[src/rtl/uart_pkg.sv]
// Shared UART definitions: key-trigger FSM states and default timing constants,
// reused by uart_key_trigger and the sender/receiver blocks.
package uart_pkg;

    typedef enum logic [1:0] {
        IDLE,
        FIRE,
        HOLD,
        WAIT_REL
    } key_state_e;

    localparam int unsigned UART_CYCLES_PER_BIT = 10;
    localparam int unsigned UART_FRAME_BITS     = 10;

endpackage

[src/rtl/key_debounce.sv]
// Button conditioner: two-flop synchroniser, polarity normalisation and a
// stability-count debouncer producing key_level (1 = pressed).
module key_debounce #(
    parameter int unsigned DEBOUNCE_CYCLES = 960,
    parameter bit          KEY_ACTIVE_LOW  = 1'b1
) (
    input  logic clk,
    input  logic rst,
    input  logic key_raw,
    output logic key_level
);

    localparam int unsigned CNT_W    = $clog2(DEBOUNCE_CYCLES);
    localparam logic        RELEASED = KEY_ACTIVE_LOW;

    logic             sync1_q, sync2_q;
    logic             level_q, level_d;
    logic [CNT_W-1:0] db_cnt_q, db_cnt_d;
    logic             synced;

    // Flops hold the raw pin value; normalise only after the synchroniser.
    assign synced = sync2_q ^ RELEASED;

    always_comb begin
        db_cnt_d = '0;
        level_d  = level_q;
        if (synced != level_q) begin
            if (db_cnt_q == CNT_W'(DEBOUNCE_CYCLES - 1)) begin
                level_d = ~level_q;
            end else begin
                db_cnt_d = db_cnt_q + 1'b1;
            end
        end
    end

    always_ff @(posedge clk or posedge rst) begin
        if (rst) begin
            sync1_q  <= RELEASED;
            sync2_q  <= RELEASED;
            db_cnt_q <= '0;
            level_q  <= 1'b0;
        end else begin
            sync1_q  <= key_raw;
            sync2_q  <= sync1_q;
            db_cnt_q <= db_cnt_d;
            level_q  <= level_d;
        end
    end

    assign key_level = level_q;

endmodule

[src/rtl/uart_key_trigger.sv]
// Push-button to UART transmit trigger: one bit-long trigger per debounced press,
// then a frame+guard hold-off. Optional auto-repeat via UART_KEY_AUTO_REPEAT_EN.
module uart_key_trigger
    import uart_pkg::*;
#(
    parameter int unsigned CYCLES_PER_BIT  = UART_CYCLES_PER_BIT,
    parameter int unsigned FRAME_BITS      = UART_FRAME_BITS,
    parameter int unsigned GUARD_BITS      = 2,
    parameter int unsigned DEBOUNCE_CYCLES = 960,
    parameter bit          KEY_ACTIVE_LOW  = 1'b1,
    parameter int unsigned REPEAT_CYCLES   = 9600
) (
    input  logic       clk,
    input  logic       rst,
    input  logic       key_raw,
    output logic       key_level,
    output logic       trigger,
    output logic       busy,
    output logic [7:0] press_count
);

    localparam int unsigned FIRE_LOAD = CYCLES_PER_BIT - 1;
    localparam int unsigned HOLD_LOAD = (FRAME_BITS + GUARD_BITS) * CYCLES_PER_BIT - 1;
    localparam int unsigned TMR_W     = $clog2(HOLD_LOAD + 1);

    if (CYCLES_PER_BIT < 2 || DEBOUNCE_CYCLES < 2 || REPEAT_CYCLES < 2) begin : g_param_check
        $error("uart_key_trigger: CYCLES_PER_BIT, DEBOUNCE_CYCLES and REPEAT_CYCLES must be >= 2");
    end

    key_state_e       state_q, state_d;
    logic [TMR_W-1:0] tmr_q, tmr_d;
    logic [7:0]       cnt_q, cnt_d;
    logic             level_prev_q;
    logic             press_evt;

`ifdef UART_KEY_AUTO_REPEAT_EN
    localparam int unsigned REP_W = $clog2(REPEAT_CYCLES);
    logic [REP_W-1:0] rep_q, rep_d;
`endif

    key_debounce #(
        .DEBOUNCE_CYCLES (DEBOUNCE_CYCLES),
        .KEY_ACTIVE_LOW  (KEY_ACTIVE_LOW)
    ) u_debounce (
        .clk       (clk),
        .rst       (rst),
        .key_raw   (key_raw),
        .key_level (key_level)
    );

    assign press_evt = key_level & ~level_prev_q;

    always_comb begin
        state_d = state_q;
        tmr_d   = tmr_q;
        cnt_d   = cnt_q;
        trigger = 1'b0;
        busy    = 1'b0;
`ifdef UART_KEY_AUTO_REPEAT_EN
        rep_d   = rep_q;
`endif
        case (state_q)
            IDLE: begin
                if (press_evt) begin
                    state_d = FIRE;
                    tmr_d   = TMR_W'(FIRE_LOAD);
                    cnt_d   = cnt_q + 1'b1;
                end
            end
            FIRE: begin
                trigger = 1'b1;
                busy    = 1'b1;
                if (tmr_q == '0) begin
                    state_d = HOLD;
                    tmr_d   = TMR_W'(HOLD_LOAD);
                end else begin
                    tmr_d = tmr_q - 1'b1;
                end
            end
            HOLD: begin
                busy = 1'b1;
                if (tmr_q == '0) begin
                    state_d = key_level ? WAIT_REL : IDLE;
                end else begin
                    tmr_d = tmr_q - 1'b1;
                end
            end
            WAIT_REL: begin
`ifdef UART_KEY_AUTO_REPEAT_EN
                if (!key_level) begin
                    state_d = IDLE;
                    rep_d   = '0;
                end else if (rep_q == REP_W'(REPEAT_CYCLES - 1)) begin
                    state_d = FIRE;
                    tmr_d   = TMR_W'(FIRE_LOAD);
                    cnt_d   = cnt_q + 1'b1;
                    rep_d   = '0;
                end else begin
                    rep_d = rep_q + 1'b1;
                end
`else
                if (!key_level) begin
                    state_d = IDLE;
                end
`endif
            end
            default: state_d = IDLE;
        endcase
    end

    always_ff @(posedge clk or posedge rst) begin
        if (rst) begin
            state_q      <= IDLE;
            tmr_q        <= '0;
            cnt_q        <= '0;
            level_prev_q <= 1'b0;
`ifdef UART_KEY_AUTO_REPEAT_EN
            rep_q        <= '0;
`endif
        end else begin
            state_q      <= state_d;
            tmr_q        <= tmr_d;
            cnt_q        <= cnt_d;
            level_prev_q <= key_level;
`ifdef UART_KEY_AUTO_REPEAT_EN
            rep_q        <= rep_d;
`endif
        end
    end

    assign press_count = cnt_q;

endmodule

[config.mk]
export PLATFORM = sky130hd
export DESIGN_NAME = uart_key_trigger
export DESIGN_NICKNAME = d
export VERILOG_FILES = /design/src/rtl/uart_pkg.sv /design/src/rtl/key_debounce.sv /design/src/rtl/uart_key_trigger.sv
export SDC_FILE = /design/constraint.sdc
export NUM_CORES = 1
export LEC_CHECK = 0
export CAP_MARGIN = 20
export CORE_AREA = 2 2 63 65
export DETAILED_ROUTE_END_ITERATION = 7
export DIE_AREA = 0 0 65 67
export SYNTH_ARGS = -nofsm -noshare
export SYNTH_HDL_FRONTEND = slang
export SYNTH_SLANG_ARGS = --single-unit
[constraint.sdc]
create_clock -name clk -period 2 [get_ports clk]
set_clock_uncertainty 0.15 [all_clocks]
set_input_delay 0.4 -clock clk [delete_from_list [all_inputs] [get_ports clk]]
set_output_delay 0.4 -clock clk [all_outputs]
set_load 0.05 [all_outputs]
==> qor_table.md <==
| Step | Result | Value |
| --- | --- | --- |
| outcome | Status | finished clean |
| die | Starting density of the core | 0.444 |
| clock network | CTS root buf | sky130_fd_sc_hd__clkbuf_8 |
| die | Die area | 0.00436 mm^2 |
| sta | Setup_tns | 0 ns |
| sta | Post-route fraction of the period consumed by the critical path | 0.969 |
| setup path | Data arrival time at the worst-slack endpoint | 1.39 ns |
| clock network | Number of CTS-inserted buffers | 5 |
| sta | Shortest period the worst path allows | 1.94 ns |
| detailed routing | Detailed-route vias per instance | 5.20 |
| synthesis | Cells after Synth | 156 |
| sta | Number of max-slew violations in the final report | 0 |
| die | Standard cell core area | 0.00361 mm^2 |
| cells and area | Core occupancy in the finished layout | 0.556 |
| synthesis | Part of the Yosys area used for sequential elements | 0.486 |
| synthesis | Post-synth design cell area | 0.00160 mm^2 |
| placed design | Half-perimeter wire length of the detailed placement result | 2380 um |
| cells and area | Final instance area | 0.00201 mm^2 |
| clock network | TritonCTS clock tree | built |
| setup path | Delay of the slowest critical-path stage | 0.44 ns |
| worst hold path | HP Class | reg2reg |
| setup path | Type of element capturing the critical path | output pin |
| synthesis | Flip-flop and latch count after synthesis | 31 |
| pwr | Standby leakage power | 0.932 nW |
| detailed routing | Drt wl/cell | 13.2 um |
| synthesis | Count of warnings emitted by yosys | 0 |
| global routing | Remaining global-route overflow | 0 |
| setup path | Sequence of cells on the critical path | inv_1 > ha_1 > buf_4 > buf_12 |
| detailed routing | Antenna Violating Nets Remaining | 0 |
| worst hold path | Cells on Worst Hold Path | 0 |
| clock network | H-Tree Level Count | 2 |
| pwr | IR Drop Worst-Case VDD | 0.365 mV |
| clock network | Clock latency reported for the late side of the worst-skew pair | 0.27 ns |
| global routing | Vias in the first global route | 1259 |
| global routing | Global-route wire length before repair | 5440 um |
| sta | Unrepaired setup endpoints after global routing | false |
| placed design | Area after DPL | 0.00188 mm^2 |
| sta | Fmax | 0.516 GHz |
| setup path | Crit path max fanout | 6 |
| global routing | Largest net degree at the start of global routing | 22 |
| die | Chip Height | 67 um |
| global routing | Overall Global Routing Usage | 0.163 |
| cells and area | Final #Nets | 200 |
| clock network | Total number of clock tree sinks | 31 |
| setup path | Worst Reg2Reg Path Length in Cells | 6 |
| sta | Worst-margin pin slew | 0.476 ns |
| cells and area | Fraction of layout instances using a drive strength above 1 | 0.218 |
| detailed routing | Final routed DRC violation total | 0 |
| die | Die span in x | 65 um |
| sta | Setup violation total in the final timing report | 0 |
| placed design | Input/output buffers | 13 |
| placed design | Routability cong. | 0.870 |
| synthesis | Mean instance size in the synthesized netlist | 10.3 um^2 |
| clock network | Clk pin slew, worst setup/hold paths | 0.06 ns |
| clock network | Clock buffer depth | 2 |
| cells and area | Area growth from synthesis to final layout | 25.2% |
| flow run | Count of max-cap constraint violations | 0 |
| pwr | P per Cell Area | 647 mW/mm^2 |
| setup path | Startpoint type of the worst setup path | flop |
| die | Standard-cell rows | 22 |
| detailed routing | Routed wire length | 3120 um |
| setup path | Kind of critical path | reg2out |
| sta | Final Hold Violating Endpoints | 0 |
| die | Io pins | 14 |
| synthesis | Distinct cell type count after synthesis | 34 |
| detailed routing | Iteration count of the initial detailed-routing pass | 4 |
| global routing | Initial antenna violation count | 0 |
| cells and area | Ant. Diodes | 0 |
| detailed routing | Starting DRT DRC Count | 57 |
| setup path | Highest-delay cell along the critical path | sky130_fd_sc_hd__dfrtp_2 |
| sta | Slew margin rel. | 0.681 |
| setup path | Required time reported for the critical path endpoint | 1.45 ns |
| synthesis | Synthesized net count | 169 |
| detailed routing | Total number of vias | 1228 |
-- cells in the mapped netlist --
cell / number / area, um^2
sky130_fd_sc_hd__dfrtp_1: 29 / 726
sky130_fd_sc_hd__nand2_1: 12 / 45.0
sky130_fd_sc_hd__nor4_1: 2 / 12.5
sky130_fd_sc_hd__nand3_1: 9 / 45.0
sky130_fd_sc_hd__nor3b_1: 2 / 15.0
sky130_fd_sc_hd__inv_1: 9 / 33.8
sky130_fd_sc_hd__nand3b_1: 1 / 7.51
sky130_fd_sc_hd__a221o_2: 1 / 11.3
sky130_fd_sc_hd__dfstp_2: 2 / 52.6
sky130_fd_sc_hd__a31oi_1: 3 / 18.8
sky130_fd_sc_hd__a21oi_1: 7 / 35.0
sky130_fd_sc_hd__a22oi_1: 1 / 7.51
sky130_fd_sc_hd__buf_4: 1 / 7.51
sky130_fd_sc_hd__o21ai_0: 5 / 25.0
sky130_fd_sc_hd__a41oi_1: 2 / 17.5
sky130_fd_sc_hd__or4_4: 1 / 11.3
sky130_fd_sc_hd__nor2_1: 20 / 75.1
sky130_fd_sc_hd__a221oi_2: 1 / 15.0
sky130_fd_sc_hd__and3_1: 2 / 12.5
sky130_fd_sc_hd__xnor2_1: 13 / 114
sky130_fd_sc_hd__xor2_1: 3 / 26.3
sky130_fd_sc_hd__and2_1: 1 / 6.26
sky130_fd_sc_hd__o22a_1: 4 / 35.0
sky130_fd_sc_hd__o21a_1: 2 / 15.0
sky130_fd_sc_hd__o21ai_2: 1 / 8.76
sky130_fd_sc_hd__ha_1: 10 / 125
sky130_fd_sc_hd__or2_1: 1 / 6.26
sky130_fd_sc_hd__a211o_1: 1 / 8.76
sky130_fd_sc_hd__nand2b_1: 2 / 12.5
sky130_fd_sc_hd__mux2i_1: 1 / 10.0
sky130_fd_sc_hd__nand4_1: 2 / 12.5
sky130_fd_sc_hd__nor3_1: 3 / 15.0
sky130_fd_sc_hd__a21o_2: 1 / 8.76
sky130_fd_sc_hd__nor4b_4: 1 / 23.8
-- cell usage in the layout, fill, tap and decap left out, types with 2 or more instances in the layout --
| cell | n |
|---|---|
| sky130_fd_sc_hd__a31oi_1 | 3 |
| sky130_fd_sc_hd__nor4_1 | 2 |
| sky130_fd_sc_hd__nor3_1 | 3 |
| sky130_fd_sc_hd__dfrtp_1 | 28 |
| sky130_fd_sc_hd__nand2b_1 | 2 |
| sky130_fd_sc_hd__and3_1 | 2 |
| sky130_fd_sc_hd__xnor2_1 | 13 |
| sky130_fd_sc_hd__nand4_1 | 2 |
| sky130_fd_sc_hd__nand3_1 | 9 |
| sky130_fd_sc_hd__clkbuf_8 | 6 |
| sky130_fd_sc_hd__o21ai_0 | 5 |
| sky130_fd_sc_hd__dfstp_2 | 2 |
| sky130_fd_sc_hd__o21a_1 | 2 |
| sky130_fd_sc_hd__a41oi_1 | 2 |
| sky130_fd_sc_hd__nor2_1 | 20 |
| sky130_fd_sc_hd__xor2_1 | 3 |
| sky130_fd_sc_hd__clkdlybuf4s50_1 | 2 |
| sky130_fd_sc_hd__o22a_1 | 4 |
| sky130_fd_sc_hd__buf_4 | 20 |
| sky130_fd_sc_hd__ha_1 | 10 |
| sky130_fd_sc_hd__buf_12 | 3 |
| sky130_fd_sc_hd__nand2_1 | 12 |
| sky130_fd_sc_hd__nor3b_1 | 2 |
| sky130_fd_sc_hd__inv_1 | 9 |
| sky130_fd_sc_hd__a21oi_1 | 7 |
-- metrics by stage --
stage          std cells  hold slack (ns)  power, mW  worst slack [ns]
2_1_floorplan        156            0.195      0.673           0.00930
3_3_place_gp         228            0.196      0.684             0.179
3_5_place_dp         228            0.199      0.687             0.126
4_1_cts              236            0.208       1.32            0.0190
5_1_grt              236            0.211       1.35            0.0152
6_report             236            0.207       1.30            0.0623
-- path summary, 6_finish.rpt --
path / from / end / slack, ns
max: state_q[1] / busy / 0.06
min: u_debounce.sync1_q / u_debounce.sync2_q / 0.21
max reg2reg: tmr_q[1] / tmr_q[4] / 0.16
min reg2reg: u_debounce.sync1_q / u_debounce.sync2_q / 0.21
max in group asynchronous: rst / u_debounce.sync1_q / 1.10
min in group asynchronous: rst / press_count[5] / 0.28
-- final cells by class --
type | instances | area [um^2]
Fill cell | 324 | 1600
Multi-Input combinational cell | 115 | 785
Sequential cell | 31 | 779
Timing Repair Buffer | 25 | 230
Clock buffer | 6 | 82.6
Tap cell | 48 | 60.1
Clock inverter | 2 | 35.0
Inverter | 9 | 33.8
-- kinds of logic after synthesis --
logic type,share of synthesized area
AND/OR/NAND/NOR,0.187
flip-flops,0.486
AO/OA/AOI/OAI,0.129
XOR/XNOR,0.0875
buffers and inverters,0.0258
adder cells (fa/ha/maj),0.0781
multiplexers,0.00625
-- power by group --
part	internal [mW]	switching, mW
sequential	0.636	0.00567
combinational	0.0127	0.0203
clock	0.403	0.221
total	1.05	0.247
-- layer usage --
| layer | track usage | share of wire | vias to the layer above | wire length [um] |
|---|---|---|---|---|
| li1 | - | - | 604 | - |
| met1 | 0.197 | 0.47 | 599 | 1460 |
| met2 | 0.285 | 0.49 | 20 | 1540 |
| met3 | 0.0405 | 0.029 | 5 | 91 |
| met4 | 0.0532 | 0.0087 | 0 | 27 |
| met5 | 0 | 0 | - | 0 |
-- what timing repair did --
action / CTS / global route
setup endpoints to repair: 0 / 10
hold buffers: 0 / 0
setup buffers: 0 / 0
resized for setup: 0 / 2
-- worst max-delay path: cells and delay by family (launching register included) --
family | cells | cell delay, ns
adder cells (fa/ha/maj) | 1 | 0.25
flip-flops | 1 | 0.44
buffers and inverters | 3 | 0.42
-- state kept, by name, summed over array words and instances, names as in the netlist --
signal and count:
u_debounce.sync2_q 1, u_debounce.db_cnt_q 10, level_prev_q 1, u_debounce.sync1_q 1
tmr_q 7, state_q 2, press_count 8, u_debounce.key_level 1
Power figures use the tool's default switching activity.
